===== config.mk =====
export PLATFORM = sky130hd
export DESIGN_NAME = fetch_stage
export DESIGN_NICKNAME = d
export VERILOG_FILES = /design/src/rtl/proc_pkg.sv /design/src/rtl/pc_register.sv /design/src/rtl/fetch_stage.sv
export SDC_FILE = /design/constraint.sdc
export NUM_CORES = 1
export LEC_CHECK = 0
export CAP_MARGIN = 10
export CORE_ASPECT_RATIO = 2
export CORE_MARGIN = 2
export CORE_UTILIZATION = 30
export DETAILED_ROUTE_END_ITERATION = 6
export HOLD_SLACK_MARGIN = 0.1
export PLACE_DENSITY = 0.67
export REMOVE_ABC_BUFFERS = 1
export SYNTH_ARGS = -nofsm -noshare
export SYNTH_HDL_FRONTEND = slang
export SYNTH_SLANG_ARGS = --single-unit

===== constraint.sdc =====
create_clock -name clk -period 2.4 [get_ports clk]
set_input_delay 0.36 -clock clk [delete_from_list [all_inputs] [get_ports clk]]
set_output_delay 0.36 -clock clk [all_outputs]
set_load 0.005 [all_outputs]

===== src/rtl/proc_pkg.sv =====
`default_nettype none
// ============================================================================
// Module      : proc_pkg
// Description : Shared processor constants, fetch FSM state type.
// Revision    : 1.0 - initial release
// ============================================================================
package proc_pkg;

    localparam int unsigned ADDR_W   = 19;
    localparam int unsigned INSTR_W  = 32;
    localparam int unsigned RESET_PC = 0;
    localparam int unsigned IMM_W    = 28;

    localparam logic [INSTR_W-1:0] NOP_INSTR = '0;

    typedef enum logic [1:0] {
        BOOT   = 2'd0,
        RUN    = 2'd1,
        HALTED = 2'd2
    } fetch_state_t;

endpackage
`default_nettype wire


===== src/rtl/pc_register.sv =====
`default_nettype none
// ============================================================================
// Module      : pc_register
// Description : Fetch PC register with next-PC priority mux and wrapping increment.
// Revision    : 1.0 - initial release
// ============================================================================
module pc_register
    import proc_pkg::*;
#(
    parameter int unsigned       ADDR_W   = proc_pkg::ADDR_W,
    parameter logic [ADDR_W-1:0] RESET_PC = '0
) (
    input  logic              clk,
    input  logic              rst_n,
    input  logic              redirect,
    input  logic              hold,
    input  logic [ADDR_W-1:0] branchTarget,
    output logic [ADDR_W-1:0] pcF,
    output logic [ADDR_W-1:0] nextPc
);

    logic [ADDR_W-1:0] r_pcF;
    logic [ADDR_W-1:0] w_nextPc;

    // The increment is width-limited so the all-ones address wraps to zero.
    always_comb begin
        w_nextPc = r_pcF + ADDR_W'(1);
        if (!rst_n) begin
            w_nextPc = RESET_PC;
        end else if (redirect) begin
            w_nextPc = branchTarget;
        end else if (hold) begin
            w_nextPc = r_pcF;
        end
    end

    always_ff @(posedge clk) begin
        if (!rst_n) begin
            r_pcF <= RESET_PC;
        end else begin
            r_pcF <= w_nextPc;
        end
    end

    assign pcF    = r_pcF;
    assign nextPc = w_nextPc;

endmodule
`default_nettype wire


===== src/rtl/fetch_stage.sv =====
`default_nettype none
// ============================================================================
// Module      : fetch_stage
// Description : Instruction fetch with IF/ID register, stall/flush/branch/halt.
// Revision    : 1.0 - initial release
// ============================================================================
module fetch_stage
    import proc_pkg::*;
#(
    parameter int unsigned       ADDR_W   = proc_pkg::ADDR_W,
    parameter int unsigned       INSTR_W  = proc_pkg::INSTR_W,
    parameter logic [ADDR_W-1:0] RESET_PC = ADDR_W'(proc_pkg::RESET_PC)
) (
    input  logic               clk,
    input  logic               rst_n,
    output logic [ADDR_W-1:0]  imem_addr,
    input  logic [INSTR_W-1:0] imem_rdata,
    input  logic               stall_d,
    input  logic               flush_d,
    input  logic               branch_taken,
    input  logic [ADDR_W-1:0]  branch_target,
    input  logic               halt,
    output logic [INSTR_W-1:0] instr_d,
    output logic [IMM_W-1:0]   instr_imm_d,
    output logic [ADDR_W-1:0]  pc_d,
    output logic [ADDR_W-1:0]  pc_plus1_d,
    output logic               valid_d,
    output logic [31:0]        fetch_count
);

    fetch_state_t       r_state;
    fetch_state_t       w_stateNext;
    logic               w_redirect;
    logic               w_hold;
    logic               w_bubble;
    logic [ADDR_W-1:0]  w_pcF;
    logic [INSTR_W-1:0] r_instrD;
    logic [ADDR_W-1:0]  r_pcD;
    logic [ADDR_W-1:0]  r_pcPlus1D;
    logic               r_validD;
    logic [31:0]        r_fetchCount;

    // BOOT holds the PC so the reset-address word fetched during reset is the
    // first instruction loaded after the single boot bubble.
    assign w_redirect = branch_taken && (r_state == RUN);
    assign w_hold     = stall_d || halt || (r_state == HALTED) || (r_state == BOOT);
    assign w_bubble   = branch_taken || flush_d || (r_state == BOOT) || (r_state == HALTED);

    pc_register #(
        .ADDR_W   (ADDR_W),
        .RESET_PC (RESET_PC)
    ) u_pcRegister (
        .clk          (clk),
        .rst_n        (rst_n),
        .redirect     (w_redirect),
        .hold         (w_hold),
        .branchTarget (branch_target),
        .pcF          (w_pcF),
        .nextPc       (imem_addr)
    );

    always_ff @(posedge clk) begin
        if (!rst_n) begin
            r_state <= BOOT;
        end else begin
            r_state <= w_stateNext;
        end
    end

    always_comb begin
        w_stateNext = r_state;
        case (r_state)
            BOOT:    w_stateNext = RUN;
            RUN:     if (halt && !branch_taken) w_stateNext = HALTED;
            HALTED:  w_stateNext = HALTED;
            default: w_stateNext = BOOT;
        endcase
    end

    always_ff @(posedge clk) begin
        if (!rst_n) begin
            r_validD     <= 1'b0;
            r_instrD     <= NOP_INSTR;
            r_pcD        <= '0;
            r_pcPlus1D   <= '0;
            r_fetchCount <= '0;
        end else if (w_bubble) begin
            r_validD <= 1'b0;
            r_instrD <= NOP_INSTR;
        end else if (!stall_d) begin
            r_validD     <= 1'b1;
            r_instrD     <= imem_rdata;
            r_pcD        <= w_pcF;
            r_pcPlus1D   <= w_pcF + ADDR_W'(1);
            r_fetchCount <= r_fetchCount + 32'd1;
        end
    end

    assign instr_d     = r_instrD;
    assign instr_imm_d = r_instrD[IMM_W-1:0];
    assign pc_d        = r_pcD;
    assign pc_plus1_d  = r_pcPlus1D;
    assign valid_d     = r_validD;
    assign fetch_count = r_fetchCount;

endmodule
`default_nettype wire


==> results of run 1 <==
critical path: stages (launching register included):
cell and delay [ps]:
dfxtp_2 320, buf_6 110, ha_4 140, or4_4 540, or3_4 380, or3_4 340
a31oi_1 130, buf_2 130
per-layer routing:
metal | vias to the layer above | wire [um] | share of wire | track usage
met5 | - | 0 | 0 | 0
met4 | 0 | 959 | 0.050 | 0.111
met3 | 50 | 894 | 0.047 | 0.0406
met2 | 171 | 10600 | 0.55 | 0.352
met1 | 2720 | 6740 | 0.35 | 0.179
li1 | 2832 | - | - | -
layout make-up:
type,count,area [um^2],area share
sequential,124,2480,0.267
tap,255,319,0.0343
timing repair buffer,306,2880,0.309
multi-input combinational,460,3010,0.323
inverter,10,37.5,0.00403
clock inverter,13,133,0.0143
clock buffer,19,443,0.0476
power groups by stage:
stage          Sequential, uW  Clock [uW]  Combinational, uW
2_1_floorplan            2430           0                556
3_5_place_dp             2380           0               1620
5_1_grt                  2370        2640               1870
6_report                 2340        2490               1740
4_1_cts                  2340        2540               1710
3_3_place_gp             2370           0               1600
final timing paths:
check / start / cells after the start / slack, ps / endpoint
worst min-delay path: valid_d$_SDFFE_PP0N_ / 2 / 450 / valid_d$_SDFFE_PP0N_
worst min register to register: valid_d$_SDFFE_PP0N_ / 2 / 450 / valid_d$_SDFFE_PP0N_
worst max register to register: r_state[1]$_SDFFE_PN0P_ / 6 / 170 / u_pcRegister.pcF[3]$_SDFF_PN0_
worst max-delay path: r_state[1]$_SDFFE_PN0P_ / 7 / -480 / imem_addr[16]
kinds of logic (layout without fill, tap and decap cells):
| kind of cell | Yosys count | after routing | share of synthesized area |
|---|---|---|---|
| AO/OA/AOI/OAI | 139 | 139 | 0.137 |
| XOR/XNOR | 33 | 33 | 0.0506 |
| adder cells (fa/ha/maj) | 5 | 5 | 0.0110 |
| buffers and inverters | 89 | 348 | 0.0782 |
| flip-flops | 124 | 124 | 0.435 |
| multiplexers | 43 | 43 | 0.0754 |
| AND/OR/NAND/NOR | 240 | 240 | 0.213 |
what timing repair did:
action / 4_1_cts / 5_1_grt
gates cloned: 1 / 0
gates resized for setup: 118 / 17
setup endpoints to repair: 19 / 19
pin swaps: 34 / 18
setup buffers: 11 / 6
stage by stage:
step / instances / setup TNS (ps)
after global routing: 1187 / -7600
final: 1187 / -5730
after global placement: 1140 / -9180
after floorplan: 594 / -38840
after CTS: 1184 / -6400
after detailed placement: 1140 / -9680
layout by cell type (no fill, tap or decap), drive strengths merged, types with 13 or more instances in the layout:
master         synthesis  final
mux2i                 43     43
xnor2                 14     14
nor2                  58     58
buf                   38    120
or3                   17     17
o21ai                 42     42
a31oi                 13     13
dfxtp                124    124
clkdlybuf4s50          0    186
a21oi                 59     59
nand4                 17     17
nand3                 18     18
inv                   10     16
xor2                  19     19
nand2                 69     69
nor4                  15     15
clkbuf                41     19
state kept, by name, indices dropped and copies added, names as in the netlist:
signal,count
fetch_count,32
instr_d,32
pc_d,19
pc_plus1_d,19
u_pcRegister.pcF,19
r_state,2
valid_d,1
==> flow_metrics.env, run 1 <==
export IMPL_violations="setup timing"
export IMPL_synthArstFlopShare=0
export IMPL_cellLeakagePower_uw=0.00342
export IMPL_skew_ps=7.86
export IMPL_portBuffers=206
export IMPL_core_area_um2=18700
export IMPL_ys_flop_type="dfxtp_1"
export IMPL_postLayoutCoreUtil=0.496
export IMPL_ant_nets=0
export IMPL_cts_sinks=124
export IMPL_power_frac_seq=0.356
export IMPL_drive_gt1_frac=0.206
export IMPL_synth_seq_cells=124
export IMPL_rows=71
export IMPL_status="complete, but fails checks"
export IMPL_hp_class="reg2reg"
export IMPL_diodes=0
export IMPL_slew_viol_final=0
export IMPL_synth_area_um2=5710
export IMPL_grt_pass1_wl_mm=29.0
export IMPL_fillers=1783
export IMPL_rsz0062_at_grt="true"
export IMPL_vias_per_cell=4.86
export IMPL_ys_top_cells_by_area="dfxtp_1 (43%), mux2i_1 (7.5%), a21oi_1 (5.2%)"
export IMPL_cts_path_max_buffers=2
export IMPL_p_sw_frac=0.298
export IMPL_die_w_um=102
export IMPL_grtUsageTotal=0.187
export IMPL_fin_crit_sh=1.20
export IMPL_worstMarginPinSlew_ps=573
export IMPL_pre_cts_slack_ps=-700
export IMPL_syn_inst=673
export IMPL_relSlewSlack=0.618
export IMPL_drtPass1Iterations=5
export IMPL_die_h_um=199
export IMPL_yosysTopAreaCellShare=0.435
export IMPL_insertion_delay_ps=420
export IMPL_synth_warnings=0
export IMPL_seq_area_frac_synth=0.435
export IMPL_grt_antenna_before_repair=0
export IMPL_hold_slack_ps=447
export IMPL_cts_tree="done"
export IMPL_ios=207
export IMPL_start_kind="register"
export IMPL_grt_overflow=0
export IMPL_worstPathArrival_ps=2520
export IMPL_start_util=0.305
export IMPL_num_vias=5773
export IMPL_postCtsHoldBufs=0
export IMPL_grt_start_max_net_pins=39
export IMPL_yosysMostFrequentCell="dfxtp_1"
export IMPL_ys_types=38
export IMPL_cp_required_ps=2040
export IMPL_clk_pin_slew_ps=60
export IMPL_fin_area_um2=9300
export IMPL_setup_viol=19
export IMPL_drt_total_wl_mm=19.2
export IMPL_grt_pass1_vias=5700
export IMPL_internal_power_uw=4620
export IMPL_crit_type="reg2out"
export IMPL_dpl_hpwl_mm=14.3
export IMPL_fin_nets=981
export IMPL_gp_congestion=0.831
export IMPL_peakVddDrop_uv=392
export IMPL_syn_area_per_cell_um2=8.49
export IMPL_drv_cap=0
export IMPL_drt_iter0_markers=199
export IMPL_yosysTopAreaCell="dfxtp_1"
export IMPL_power_switching_uw=1960
export IMPL_fin_ws_ps=-481
export IMPL_cp_end_kind="primary output"
export IMPL_min_period_ps=2880
export IMPL_cts_buffers=17
export IMPL_die_area_um2=20200
export IMPL_synth_commonest_cells="dfxtp_1 (124), nand2_1 (69), a21oi_1 (59)"
export IMPL_power_frac_clock=0.379
export IMPL_synth_edf_count=0
export IMPL_max_freq_mhz=347
export IMPL_path_max_fanout=4
export IMPL_power_uw=6580
export IMPL_h_tree_depth=4
export IMPL_pwr_share_comb=0.265
export IMPL_drt_wirelength_per_cell_um=16.2
export IMPL_pwr_density_cell_nw_per_um2=707
export IMPL_drc=0
export IMPL_area_growth_pct=62.9
export IMPL_cts_root_buf="clkbuf_16"
export IMPL_hold_violations=0
export IMPL_place_area_um2=8420
(Power assumes the default switching activity.)
==> run 2, diff against run 1 <==
--- a/config.mk
+++ b/config.mk
@@ -6,8 +6,7 @@
 export NUM_CORES = 1
 export LEC_CHECK = 0
 export CAP_MARGIN = 10
-export CORE_ASPECT_RATIO = 2
-export CORE_MARGIN = 2
+export CORE_ASPECT_RATIO = 0.9
 export CORE_UTILIZATION = 30
 export DETAILED_ROUTE_END_ITERATION = 6
 export HOLD_SLACK_MARGIN = 0.1
==> run 2 against run 1 <==
Effect of this change: maximum frequency fell by 1.1%; non-clock buffer count fell by 2; hold slack improved by 3.6 ps; sequential share of layout area rose by 0.41 points; utilization fell by 0.15 points; critical path depth did not move; combinational power fell by 6%; clock power barely moved; global-route usage fell by 0.32 points; the run still ends with setup timing left; flip-flop and latch count did not move.
==> flow_metrics.env, run 2 (synthesis gave the netlist of run 1 again) <==
export IMPL_h_tree_depth=4
export IMPL_pwr_density_cell_nw_per_um2=705
export IMPL_grt_start_max_net_pins=46
export IMPL_path_max_fanout=4
export IMPL_holdPathEnd="pc_d[3]$_SDFFE_PN0P_"
export IMPL_start_util=0.308
export IMPL_cellLeakagePower_uw=0.00338
export IMPL_ios=207
export IMPL_whs_path_depth=2
export IMPL_fin_crit_sh=1.21
export IMPL_diodes=0
export IMPL_relSlewSlack=0.594
export IMPL_drt_iter0_markers=297
export IMPL_hold_violations=0
export IMPL_place_area_um2=8370
export IMPL_area_growth_pct=60.5
export IMPL_drt_total_wl_mm=17.6
export IMPL_cts_sinks=124
export IMPL_hold_start="pc_d[3]$_SDFFE_PN0P_"
export IMPL_status="complete, but fails checks"
export IMPL_num_vias=5684
export IMPL_portBuffers=206
export IMPL_grt_pass1_vias=5376
export IMPL_max_stage_delay_ps=560
export IMPL_postCtsHoldBufs=0
export IMPL_reg2reg_depth=6
export IMPL_violations="setup timing"
export IMPL_cts_buffers=17
export IMPL_grt_overflow=0
export IMPL_slew_viol_final=0
export IMPL_drc=0
export IMPL_peakVddDrop_uv=521
export IMPL_skew_ps=16.8
export IMPL_reg2reg_slack_ps=270
export IMPL_cts_root_buf="clkbuf_16"
export IMPL_hp_class="reg2reg"
export IMPL_fin_area_um2=9170
export IMPL_rows=47
export IMPL_setup_viol=19
export IMPL_fin_ws_ps=-513
export IMPL_crit_top_cell="or3_4"
export IMPL_start_kind="register"
export IMPL_timing_rr_end="u_pcRegister.pcF[18]$_SDFF_PN0_"
export IMPL_slowest_stage="or4_4"
export IMPL_cts_path_max_buffers=2
export IMPL_r2r_start="r_state[0]$_SDFFE_PN0P_"
export IMPL_grt_pass1_wl_mm=28.3
export IMPL_drv_cap=0
export IMPL_grt_antenna_before_repair=0
export IMPL_rsz0062_at_grt="true"
export IMPL_min_period_ps=2910
export IMPL_max_freq_mhz=343
export IMPL_fillers=1766
export IMPL_vias_per_cell=4.85
export IMPL_fin_setup_tns_ps=-6500
export IMPL_drt_wirelength_per_cell_um=15.0
export IMPL_crit_type="reg2out"
export IMPL_dpl_hpwl_mm=12.3
export IMPL_ant_nets=0
export IMPL_grtUsageTotal=0.184
export IMPL_gp_congestion=0.832
export IMPL_cp_end_kind="primary output"
export IMPL_clk_pin_slew_ps=60
export IMPL_cp_required_ps=2040
export IMPL_die_w_um=147
export IMPL_drive_gt1_frac=0.205
export IMPL_die_h_um=133
export IMPL_drtPass1Iterations=4
export IMPL_worstMarginPinSlew_ps=610
export IMPL_layout_commonest_cell="clkdlybuf4s50_1"
export IMPL_crit_chain="inv_2 -> ha_4 -> or4_4 -> or3_4 -> or3_4 -> a31oi_1 -> buf_2"
export IMPL_worstPathArrival_ps=2550
export IMPL_cts_tree="done"
export IMPL_die_area_um2=19600
export IMPL_stdcell_count=1173
export IMPL_insertion_delay_ps=420
export IMPL_placed_cells=1133
export IMPL_crit_start="r_state[0]$_SDFFE_PN0P_"
export IMPL_most_common_layout_cells="clkdlybuf4s50_1 (186), dfxtp_1 (121), buf_4 (88)"
export IMPL_core_area_um2=18500
export IMPL_fin_nets=979
==> run 2: cell types whose count changed in the layout (fill, tap and decap cells not counted), moves of 3 or more <==
| cell | delta |
|---|---|
| buf_4 | +9 |
| buf_12 | -6 |
| buf_6 | -5 |
| clkbuf_8 | +5 |
| inv_6 | -5 |
| clkinv_2 | +3 |
| nand2_1 | +3 |
| nand2_2 | -3 |
==> run 2: per-layer routing <==
metal  share of wire  track usage
met1            0.45        0.238
met2            0.46        0.291
met3           0.067       0.0483
met4           0.017       0.0693
met5               0            0
==> run 2: how the worst max path moves through the flow <==
| stage | end | cells past startpoint |
|---|---|---|
| floorplan | pc_plus1_d[16]$_SDFFE_PN0P_ | 6 |
| global placement | imem_addr[18] | 6 |
| detailed placement | imem_addr[18] | 6 |
| CTS | imem_addr[16] | 7 |
| global route | imem_addr[18] | 7 |
| finish | imem_addr[16] | 7 |
==> run 2: power by group <==
group	internal, uW	switching, uW
clock network	1570	923
logic	857	773
registers	2230	115
total	4660	1810
==> run 2: worst max-delay path, delay by kind of cell (launching register included) <==
family / cells / cell delay [ps]
AND/OR/NAND/NOR: 3 / 1330
flip-flops: 1 / 330
AO/OA/AOI/OAI: 1 / 130
adder cells (fa/ha/maj): 1 / 150
buffers and inverters: 2 / 180
==> run 2: per-stage QoR <==
stage / hold WS (ps) / worst slack, ps / power, uW / utilization
after floorplan: 447 / -932 / 2980 / -
after global placement: 439 / -729 / 3900 / 0.452
after detailed placement: 445 / -712 / 3910 / 0.452
after CTS: 453 / -557 / 6450 / 0.490
after global routing: 475 / -595 / 6790 / 0.495
final: 451 / -513 / 6470 / 0.495
==> run 2: layout make-up <==
cell class | instances | area [um^2] | share of cell area
multi-input combinational | 460 | 2990 | 0.327
timing repair buffer | 304 | 2770 | 0.302
sequential | 124 | 2490 | 0.271
clock buffer | 24 | 512 | 0.0558
tap | 245 | 307 | 0.0334
clock inverter | 6 | 60.1 | 0.00655
inverter | 10 | 37.5 | 0.00410
==> run 2: repair_timing <==
item,4_1_cts,5_1_grt
setup endpoints to repair,19,19
buffers inserted,6,4
gates resized for setup,109,18
endpoints found under the hold margin,0,0
pin swaps,26,13
